===== config.mk =====
export PLATFORM = sky130hd
export DESIGN_NAME = lsu_mem_stage
export DESIGN_NICKNAME = d
export VERILOG_FILES = /design/src/rtl/lsu_mem_stage.sv
export SDC_FILE = /design/constraint.sdc
export NUM_CORES = 1
export LEC_CHECK = 0
export CORE_UTILIZATION = 60
export CTS_BUF_LIST = sky130_fd_sc_hd__clkbuf_4 sky130_fd_sc_hd__clkbuf_8 sky130_fd_sc_hd__clkbuf_16
export CTS_CLUSTER_DIAMETER = 80
export DETAILED_ROUTE_END_ITERATION = 6
export DONT_BUFFER_PORTS = 1
export PLACE_DENSITY = 0.86
export SKIP_CTS_REPAIR_TIMING = 1
export SLEW_MARGIN = 25
export SYNTH_ARGS = -nofsm -noshare
export SYNTH_HDL_FRONTEND = slang
export SYNTH_SLANG_ARGS = --single-unit

===== constraint.sdc =====
create_clock -name clk -period 6.6 [get_ports clk]
set_input_delay 1.32 -clock clk [delete_from_list [all_inputs] [get_ports clk]]
set_output_delay 1.32 -clock clk [all_outputs]
set_load 0.03 [all_outputs]

===== src/rtl/lsu_mem_stage.sv =====
// Load/store unit sitting directly in front of the byte-addressed data memory.
// One request in flight: alignment/range check, one-cycle memory access,
// registered response held until writeback takes it.
//
// state  | meaning
// -------+--------------------------------------------------------------
// IDLE   | req_ready=1, waiting for a request
// ACCESS | memory driven from the captured request for one cycle
// RESP   | resp_valid=1, response held until resp_ready
module lsu_mem_stage #(
    parameter int ADDR_WIDTH = 32,
    parameter int DATA_WIDTH = 32,
    parameter int MEM_BYTES  = 4096
) (
    input  logic                  clk,
    input  logic                  rst,
    input  logic                  req_valid,
    output logic                  req_ready,
    input  logic                  req_we,
    input  logic [ADDR_WIDTH-1:0] req_addr,
    input  logic [DATA_WIDTH-1:0] req_wdata,
    input  logic [1:0]            req_size,
    input  logic                  req_sign,
    input  logic [4:0]            req_rd,
    output logic                  resp_valid,
    input  logic                  resp_ready,
    output logic [DATA_WIDTH-1:0] resp_rdata,
    output logic [4:0]            resp_rd,
    output logic                  resp_is_load,
    output logic [1:0]            resp_err,
    output logic                  dmem_we,
    output logic [ADDR_WIDTH-1:0] dmem_addr,
    output logic [DATA_WIDTH-1:0] dmem_wdata,
    output logic [1:0]            dmem_size,
    output logic                  dmem_sign,
    input  logic [DATA_WIDTH-1:0] dmem_rdata
);

    localparam logic [1:0] MEM_SIZE_B = 2'b00;
    localparam logic [1:0] MEM_SIZE_H = 2'b01;
    localparam logic [1:0] MEM_SIZE_W = 2'b10;

    localparam logic [1:0] ERR_OK       = 2'b00;
    localparam logic [1:0] ERR_MISALIGN = 2'b01;
    localparam logic [1:0] ERR_RANGE    = 2'b10;

    typedef enum logic [1:0] {S_IDLE, S_ACCESS, S_RESP} state_t;

    state_t                state_q, state_d;
    logic                  we_q, we_d;
    logic [4:0]            rd_q, rd_d;
    logic [ADDR_WIDTH-1:0] dmem_addr_q, dmem_addr_d;
    logic [DATA_WIDTH-1:0] dmem_wdata_q, dmem_wdata_d;
    logic [1:0]            dmem_size_q, dmem_size_d;
    logic                  dmem_sign_q, dmem_sign_d;
    logic [DATA_WIDTH-1:0] resp_rdata_q, resp_rdata_d;
    logic [4:0]            resp_rd_q, resp_rd_d;
    logic                  resp_is_load_q, resp_is_load_d;
    logic [1:0]            resp_err_q, resp_err_d;

    logic [1:0]            size_norm;
    logic [2:0]            acc_bytes;
    logic [ADDR_WIDTH:0]   end_addr;
    logic                  misalign;
    logic                  out_of_range;
    logic [1:0]            fault_err;

    // Classify the incoming request: size normalisation, alignment and range.
    // The end address is one bit wider so addresses near the top never wrap.
    always_comb begin
        size_norm = (req_size == 2'b11) ? MEM_SIZE_W : req_size;
        case (size_norm)
            MEM_SIZE_B: acc_bytes = 3'd1;
            MEM_SIZE_H: acc_bytes = 3'd2;
            default:    acc_bytes = 3'd4;
        endcase
        misalign     = ((size_norm == MEM_SIZE_H) && req_addr[0]) ||
                       ((size_norm == MEM_SIZE_W) && (req_addr[1:0] != 2'b00));
        end_addr     = {1'b0, req_addr} + (ADDR_WIDTH+1)'(acc_bytes);
        out_of_range = end_addr > (ADDR_WIDTH+1)'(MEM_BYTES);
        fault_err    = misalign ? ERR_MISALIGN : (out_of_range ? ERR_RANGE : ERR_OK);
    end

    // Next-state and next-register values; everything holds unless updated.
    // Memory-facing registers load only for requests that will really access
    // memory, so faulting requests never disturb dmem_addr/size/sign.
    always_comb begin
        state_d        = state_q;
        we_d           = we_q;
        rd_d           = rd_q;
        dmem_addr_d    = dmem_addr_q;
        dmem_wdata_d   = dmem_wdata_q;
        dmem_size_d    = dmem_size_q;
        dmem_sign_d    = dmem_sign_q;
        resp_rdata_d   = resp_rdata_q;
        resp_rd_d      = resp_rd_q;
        resp_is_load_d = resp_is_load_q;
        resp_err_d     = resp_err_q;
        case (state_q)
            S_IDLE: begin
                if (req_valid) begin
                    we_d = req_we;
                    rd_d = req_rd;
                    if (fault_err != ERR_OK) begin
                        state_d        = S_RESP;
                        resp_rdata_d   = '0;
                        resp_rd_d      = req_rd;
                        resp_is_load_d = !req_we;
                        resp_err_d     = fault_err;
                    end else begin
                        state_d      = S_ACCESS;
                        dmem_addr_d  = req_addr;
                        dmem_wdata_d = req_wdata;
                        dmem_size_d  = size_norm;
                        dmem_sign_d  = req_sign;
                    end
                end
            end
            S_ACCESS: begin
                state_d        = S_RESP;
                resp_rdata_d   = we_q ? '0 : dmem_rdata;
                resp_rd_d      = rd_q;
                resp_is_load_d = !we_q;
                resp_err_d     = ERR_OK;
            end
            S_RESP: begin
                if (resp_ready) begin
                    state_d = S_IDLE;
                end
            end
            default: state_d = S_IDLE;
        endcase
    end

    // State and output registers with synchronous reset.
    always_ff @(posedge clk) begin
        if (rst) begin
            state_q        <= S_IDLE;
            we_q           <= 1'b0;
            rd_q           <= '0;
            dmem_addr_q    <= '0;
            dmem_wdata_q   <= '0;
            dmem_size_q    <= MEM_SIZE_W;
            dmem_sign_q    <= 1'b0;
            resp_rdata_q   <= '0;
            resp_rd_q      <= '0;
            resp_is_load_q <= 1'b0;
            resp_err_q     <= ERR_OK;
        end else begin
            state_q        <= state_d;
            we_q           <= we_d;
            rd_q           <= rd_d;
            dmem_addr_q    <= dmem_addr_d;
            dmem_wdata_q   <= dmem_wdata_d;
            dmem_size_q    <= dmem_size_d;
            dmem_sign_q    <= dmem_sign_d;
            resp_rdata_q   <= resp_rdata_d;
            resp_rd_q      <= resp_rd_d;
            resp_is_load_q <= resp_is_load_d;
            resp_err_q     <= resp_err_d;
        end
    end

    // Handshake flags decode the registered state; the write strobe is
    // masked by rst so a store caught by reset in ACCESS never lands.
    always_comb begin
        req_ready    = (state_q == S_IDLE);
        resp_valid   = (state_q == S_RESP);
        dmem_we      = (state_q == S_ACCESS) && we_q && !rst;
        dmem_addr    = dmem_addr_q;
        dmem_wdata   = dmem_wdata_q;
        dmem_size    = dmem_size_q;
        dmem_sign    = dmem_sign_q;
        resp_rdata   = resp_rdata_q;
        resp_rd      = resp_rd_q;
        resp_is_load = resp_is_load_q;
        resp_err     = resp_err_q;
    end

endmodule


==> metrics.md, run 1 <==
| Metric | Value |
|---|---|
| Antenna-violating nets left | 0 |
| Most common cell after layout, fill and taps aside | dfxtp_1 |
| Drt wl/cell | 19.2 um |
| Combinational power share | 3.4% |
| Worst vdd rail ir drop | 0.212 mV |
| Synth cell types | 52 |
| Detailed placer's ending HPWL | 7890 um |
| Die height | 89.7 um |
| Clk_lat worst skew | 0.49 ns |
| Core Area | 7330 um2 |
| Rows | 31 |
| Synthesis-stage register bit count | 115 |
| Final WL | 11000 um |
| Area contributors post-synth | dfxtp_1, mux2i_1, a22o_1, nor2_1, and2_1 |
| Grt total ovfl | 0 |
| Final setup viols | 0 |
| Vias/cell | 6.20 |
| CP required | 7.02 ns |
| Final min period | 4.67 ns |
| Clock tree buffer depth | 2 |
| DRC Markers | 0 |
| Die footprint | 8050 um2 |
| First-pass GRT wire length | 17500 um |
| Port buffer count | 0 |
| Max-slew violation count | 0 |
| Startpoint types | input port |
| NumNets Final | 571 |
| CP endpoint | resp_rdata[31] |
| Reg2Reg Capture Point | dmem_size[1] |
| RSZ-0062 raised after global routing | false |
| Leakage | 1.94 nW |
| First DRT Iteration DRCs | 203 |
| CP Capture Type | register |
| Share of total power in sequential cells | 42.6% |
| Reg clk slew, reported paths | 0.06 ns |
| Top_reg_cell synth | dfxtp_1 |
| Switching Share | 22.1% |
| Total power | 1.67 mW |
| Initial antenna violation count | 0 |
| Vias in the first global route | 3590 |
| Post-Syn Nets | 573 |
| Fmax | 0.214 GHz |
| Area Overhead vs Synth | 13.9% |
| Slew margin rel. | 35.0% |
| Critical path arrival | 5.09 ns |
| Antenna Cells | 0 |
| Commonest non-fill, non-tap cells in the layout | dfxtp_1, nor2_1, mux2i_1 |
| Clock power share | 53.9% |
| Cells after Synth | 460 |
| Sw Pwr | 0.370 mW |
| Ratio of cells with drive above 1 in the final layout | 9.98% |
| Pint | 1.30 mW |
| Syn Area/Cell | 10.0 um2 |
| IO Pins | 219 |
| Largest net degree at the start of global routing | 64 |
| GPL Wtd Cong | 0.944 |
| CTS tree | done |
| Skew final | 0.0101 ns |
| Post-synth EDFFs | 0 |
| Crit path kind | input port to register |
| MaxCap Viol Count | 0 |
| Initial Utilization | 63.0% |
| Max FO, Critical Path | 32 |
| HP Class | register to register |
| Yosys top cell by area | dfxtp_1 |
| Post-synth top area share | 49.8% |
| CTS root buffer | clkbuf_8 |
| Hold Violations, Final | 0 |
| TNS Setup | 0 ns |
| Post-Syn Area | 4620 um2 |
| H-tree level count | 4 |
| Syn. warnings | 0 |
| Reg2reg setup slack | 4.16 ns |
| Run status | finished, final reports clean |
| R2r worst-path depth | 6 |
| Die width | 89.7 um |
| Worst setup startpoint | req_size[1] |
| Via count | 3535 |
| Initial DRT Pass Iterations | 5 |
| Total GRT Usage | 27.1% |
| Synth async-reset ratio | 0% |
| Period Utilization, post-route | 70.8% |
| Measured slew at the worst slew-check pin | 0.972 ns |
| # clock sinks | 115 |
| Seq/Total Area, Yosys | 49.8% |
| Power Density | 318 nW/um2 |
| RR Startpoint | state_q[1] |
| Num CTS Buffers | 17 |
layout make-up:
cell class / count / area, um2
clock buffers: 17 / 414
clock inverters: 15 / 181
fillers: 552 / 2070
inverters: 3 / 11.3
multi-input cells: 319 / 2200
flip-flops and latches: 115 / 2300
well taps: 99 / 124
repair buffers: 2 / 27.5
cell usage after synthesis (3+ instances only):
master    instances
or3_1             6
inv_1             3
clkbuf_1         15
a211o_1           3
nand4_1           9
a41oi_1           3
nand2b_1          3
nor2_1           70
nor2b_1           3
dfxtp_1         115
a22o_1           32
a21boi_0          3
o221a_2           6
a21oi_1          15
a31oi_1           3
nand3_1          10
nand2_1          20
ha_1              3
and3_1            3
xnor2_1           5
buf_4             4
mux2i_1          54
o21ai_0           4
xor2_1            4
and2_1           24
nor3_1            6
power by group through the flow:
stage          clock [mW]  sequential, mW  combinational (mW)
2_1_floorplan           0           0.727              0.0531
3_3_place_gp            0           0.728              0.0542
3_5_place_dp            0           0.728              0.0560
4_1_cts             0.913           0.713              0.0567
5_1_grt             0.956           0.714              0.0635
6_report            0.902           0.714              0.0574
through the flow:
step	hold WS (ns)	cell area, um2	worst slack, ns	std cells	util, %
2_1_floorplan	0.437	4620	2.12	460	-
3_3_place_gp	0.437	4670	1.65	538	63.6
3_5_place_dp	0.448	4670	1.51	538	63.6
4_1_cts	0.457	5260	2.01	570	71.8
5_1_grt	0.470	5260	1.66	570	71.8
6_report	0.459	5260	1.93	570	71.8
cell families (layout without fill, tap and decap cells):
family | Yosys count | count (layout) | share of synthesized area [%]
flops | 115 | 115 | 49.8
mux | 55 | 55 | 11.9
xor+xnor | 9 | 9 | 1.71
buf+inv | 26 | 37 | 2.82
fa+ha+maj | 4 | 4 | 1.25
simple gates | 166 | 166 | 17.9
compound gates | 85 | 85 | 14.5
per-layer routing:
metal  GRT usage (%)  share of wire, %  vias to the layer above
met5               0                 0                        -
met2            44.6                49                      195
met3            11.2               9.7                       22
met1            31.1                39                     1663
li1                -                 -                     1655
met4            11.2               2.2                        0
worst max-delay path, stage by stage:
cell       delay, ns
nor2_1          0.05
ha_1            0.21
fa_1            0.45
a21o_1          0.23
a211o_1         0.30
a2111oi_0       0.43
a41oi_1         0.21
a2111o_1        0.47
nor3_1          0.57
o21ba_2         0.63
a22o_1          0.23
how the worst min path moves through the flow:
stage,end,cells after the start,slack (ns),from
finish,rd_q[0],2,0.46,rd_q[0]
global placement,rd_q[3],2,0.44,rd_q[3]
CTS,rd_q[0],2,0.46,rd_q[0]
floorplan,rd_q[0],2,0.44,rd_q[0]
global route,rd_q[0],2,0.47,rd_q[0]
detailed placement,rd_q[0],2,0.45,rd_q[0]
sequential cells by signal (all words and copies together), names as in the netlist:
name / flops
dmem_addr: 32
dmem_sign: 1
dmem_size: 2
dmem_wdata: 32
rd_q: 5
resp_err: 2
resp_is_load: 1
resp_rd: 5
resp_rdata: 32
state_q: 2
we_q: 1
(Power assumes the default switching activity.)
==> run 2, diff against run 1 <==
==> constraint.sdc (replaced) <==
create_clock -name clk -period 4.71 [get_ports clk]
set_input_delay 0.942 -clock clk [delete_from_list [all_inputs] [get_ports clk]]
set_output_delay 0.942 -clock clk [all_outputs]
set_load 0.03 [all_outputs]
==> metrics.md, run 2 (synthesis results as in run 1) <==
| Metric | Value |
|---|---|
| Run status | finished, final reports clean (unchanged) |
| Die height | 89.7 um (unchanged) |
| Rows | 31 (unchanged) |
| Fmax | 0.251 GHz |
| Detailed placer's ending HPWL | 8020 um (was 7890 um) |
| Power Density | 431 nW/um2 (was 318 nW/um2) |
| Skew final | 0.0191 ns (was 0.0101 ns) |
| H-tree level count | 4 (unchanged) |
| NumNets Final | 574 (was 571) |
| DP Area | 4690 um2 (was 4670 um2) |
| Reg2reg setup slack | 2.60 ns (was 4.16 ns) |
| DRC Markers | 0 (unchanged) |
| Die width | 89.7 um (unchanged) |
| Max FO, Critical Path | 32 (unchanged) |
| Via count | 3615 (was 3535) |
| CP endpoint | resp_rdata[31] (unchanged) |
| Max-slew violation count | 0 (unchanged) |
| Leakage | 1.94 nW (about the same) |
| Critical path arrival | 4.41 ns (was 5.09 ns) |
| Reg clk slew, reported paths | 0.05 ns (was 0.06 ns) |
| Vias in the first global route | 3678 (was 3590) |
| Final min period | 3.98 ns |
| Worst hold slack | 0.462 ns (was 0.459 ns) |
| GPL Wtd Cong | 0.964 (was 0.944) |
| Final setup viols | 0 (unchanged) |
| Antenna Cells | 0 (unchanged) |
| First DRT Iteration DRCs | 227 (was 203) |
| TNS Setup | 0 ns (unchanged) |
| Ratio of cells with drive above 1 in the final layout | 10.5% (was 9.98%) |
| IO Pins | 219 (unchanged) |
| Initial antenna violation count | 0 (unchanged) |
| # clock sinks | 115 (unchanged) |
| DP Worst Slack | 0.247 ns (was 1.51 ns) |
| Commonest non-fill, non-tap cells in the layout | dfxtp_1, nor2_1, mux2i_1 (unchanged) |
| Worst setup startpoint | req_size[1] (unchanged) |
| Area Overhead vs Synth | 13.7% (was 13.9%) |
| CP required | 5.14 ns (was 7.02 ns) |
| HP Class | register to register (unchanged) |
| Clk_lat worst skew | 0.49 ns (about the same) |
| Clock tree buffer depth | 2 (unchanged) |
| Vias/cell | 6.31 (was 6.20) |
| Final WL | 11400 um (was 11000 um) |
| R2r worst-path depth | 6 (unchanged) |
| Num CTS Buffers | 17 (unchanged) |
| RSZ-0062 raised after global routing | false (unchanged) |
| CP Capture Type | register (unchanged) |
| Fill cells | 526 (was 552) |
| Worst Setup Slack, final | 0.731 ns (was 1.93 ns) |
| First-pass GRT wire length | 17900 um (was 17500 um) |
| Multi-input combinational cell area | 2200 um2 (unchanged) |
| Measured slew at the worst slew-check pin | 1.00 ns (was 0.972 ns) |
| Hold Violations, Final | 0 (unchanged) |
| Port buffer count | 0 (unchanged) |
| Period Utilization, post-route | 84.5% |
| Total GRT Usage | 28.1% (was 27.1%) |
| Largest net degree at the start of global routing | 64 (unchanged) |
| Startpoint types | input port (unchanged) |
| Core Area | 7330 um2 (unchanged) |
| Initial Utilization | 63.0% (unchanged) |
| Antenna-violating nets left | 0 (unchanged) |
| Die footprint | 8050 um2 (unchanged) |
| Worst vdd rail ir drop | 0.280 mV (was 0.212 mV) |
| FF+latch area | 2300 um2 (unchanged) |
| CTS tree | done (unchanged) |
| Grt total ovfl | 0 (unchanged) |
| Drt wl/cell | 19.9 um (was 19.2 um) |
| Slew margin rel. | 33.0% (was 35.0%) |
| Crit path kind | input port to register (unchanged) |
| MaxCap Viol Count | 0 (unchanged) |
| Reg2Reg Capture Point | dmem_addr[22] (was dmem_size[1]) |
| Initial DRT Pass Iterations | 5 (unchanged) |
| CTS root buffer | clkbuf_8 (unchanged) |
| RR Startpoint | state_q[1] (unchanged) |
| Most common cell after layout, fill and taps aside | dfxtp_1 (unchanged) |
| Design area | 5250 um2 (was 5260 um2) |
==> run 2: worst min-delay path by stage <==
stage | start | end | slack, ns | cells past startpoint
finish | rd_q[0] | rd_q[0] | 0.46 | 2
global route | rd_q[0] | rd_q[0] | 0.48 | 2
CTS | rd_q[2] | rd_q[2] | 0.46 | 2
detailed placement | rd_q[2] | rd_q[2] | 0.45 | 2
global placement | rd_q[0] | rd_q[0] | 0.44 | 2
floorplan | rd_q[0] | rd_q[0] | 0.44 | 2
==> run 2: worst max-delay path: stages <==
cell	delay, ns
nor2_1	0.04
ha_1	0.21
fa_1	0.45
a21o_1	0.22
a211o_1	0.30
a2111oi_0	0.47
a41oi_1	0.20
a2111o_1	0.47
nor3_1	0.15
buf_4	0.17
o21ba_2	0.53
a22o_1	0.24
==> run 2: per-layer routing <==
metal,track usage [%],routed length [um]
met5,0,0
met2,47.7,5660
met1,30.7,4310
met4,10.9,266
met3,12.5,1150
==> run 2: report_power, final <==
| group | switching [mW] | internal [mW] | leakage [nW] |
|---|---|---|---|
| registers | 0.0179 | 0.983 | 0.929 |
| clock network | 0.439 | 0.740 | 0.271 |
| logic | 0.0480 | 0.0344 | 0.740 |
==> run 2: area by class of cell <==
cell class	instances	area share (%)
repair buffers	5	0.953
clock inverters	11	2.03
multi-input cells	319	41.9
well taps	99	2.36
inverters	3	0.214
flip-flops and latches	115	43.8
clock buffers	21	8.70
==> run 2: per-stage QoR <==
stage / std cells / power, mW / utilization [%]
after floorplan: 460 / 1.09 / -
after global placement: 541 / 1.10 / 64.0
after detailed placement: 541 / 1.10 / 64.0
after CTS: 573 / 2.27 / 71.6
after global routing: 573 / 2.34 / 71.6
final: 573 / 2.26 / 71.6
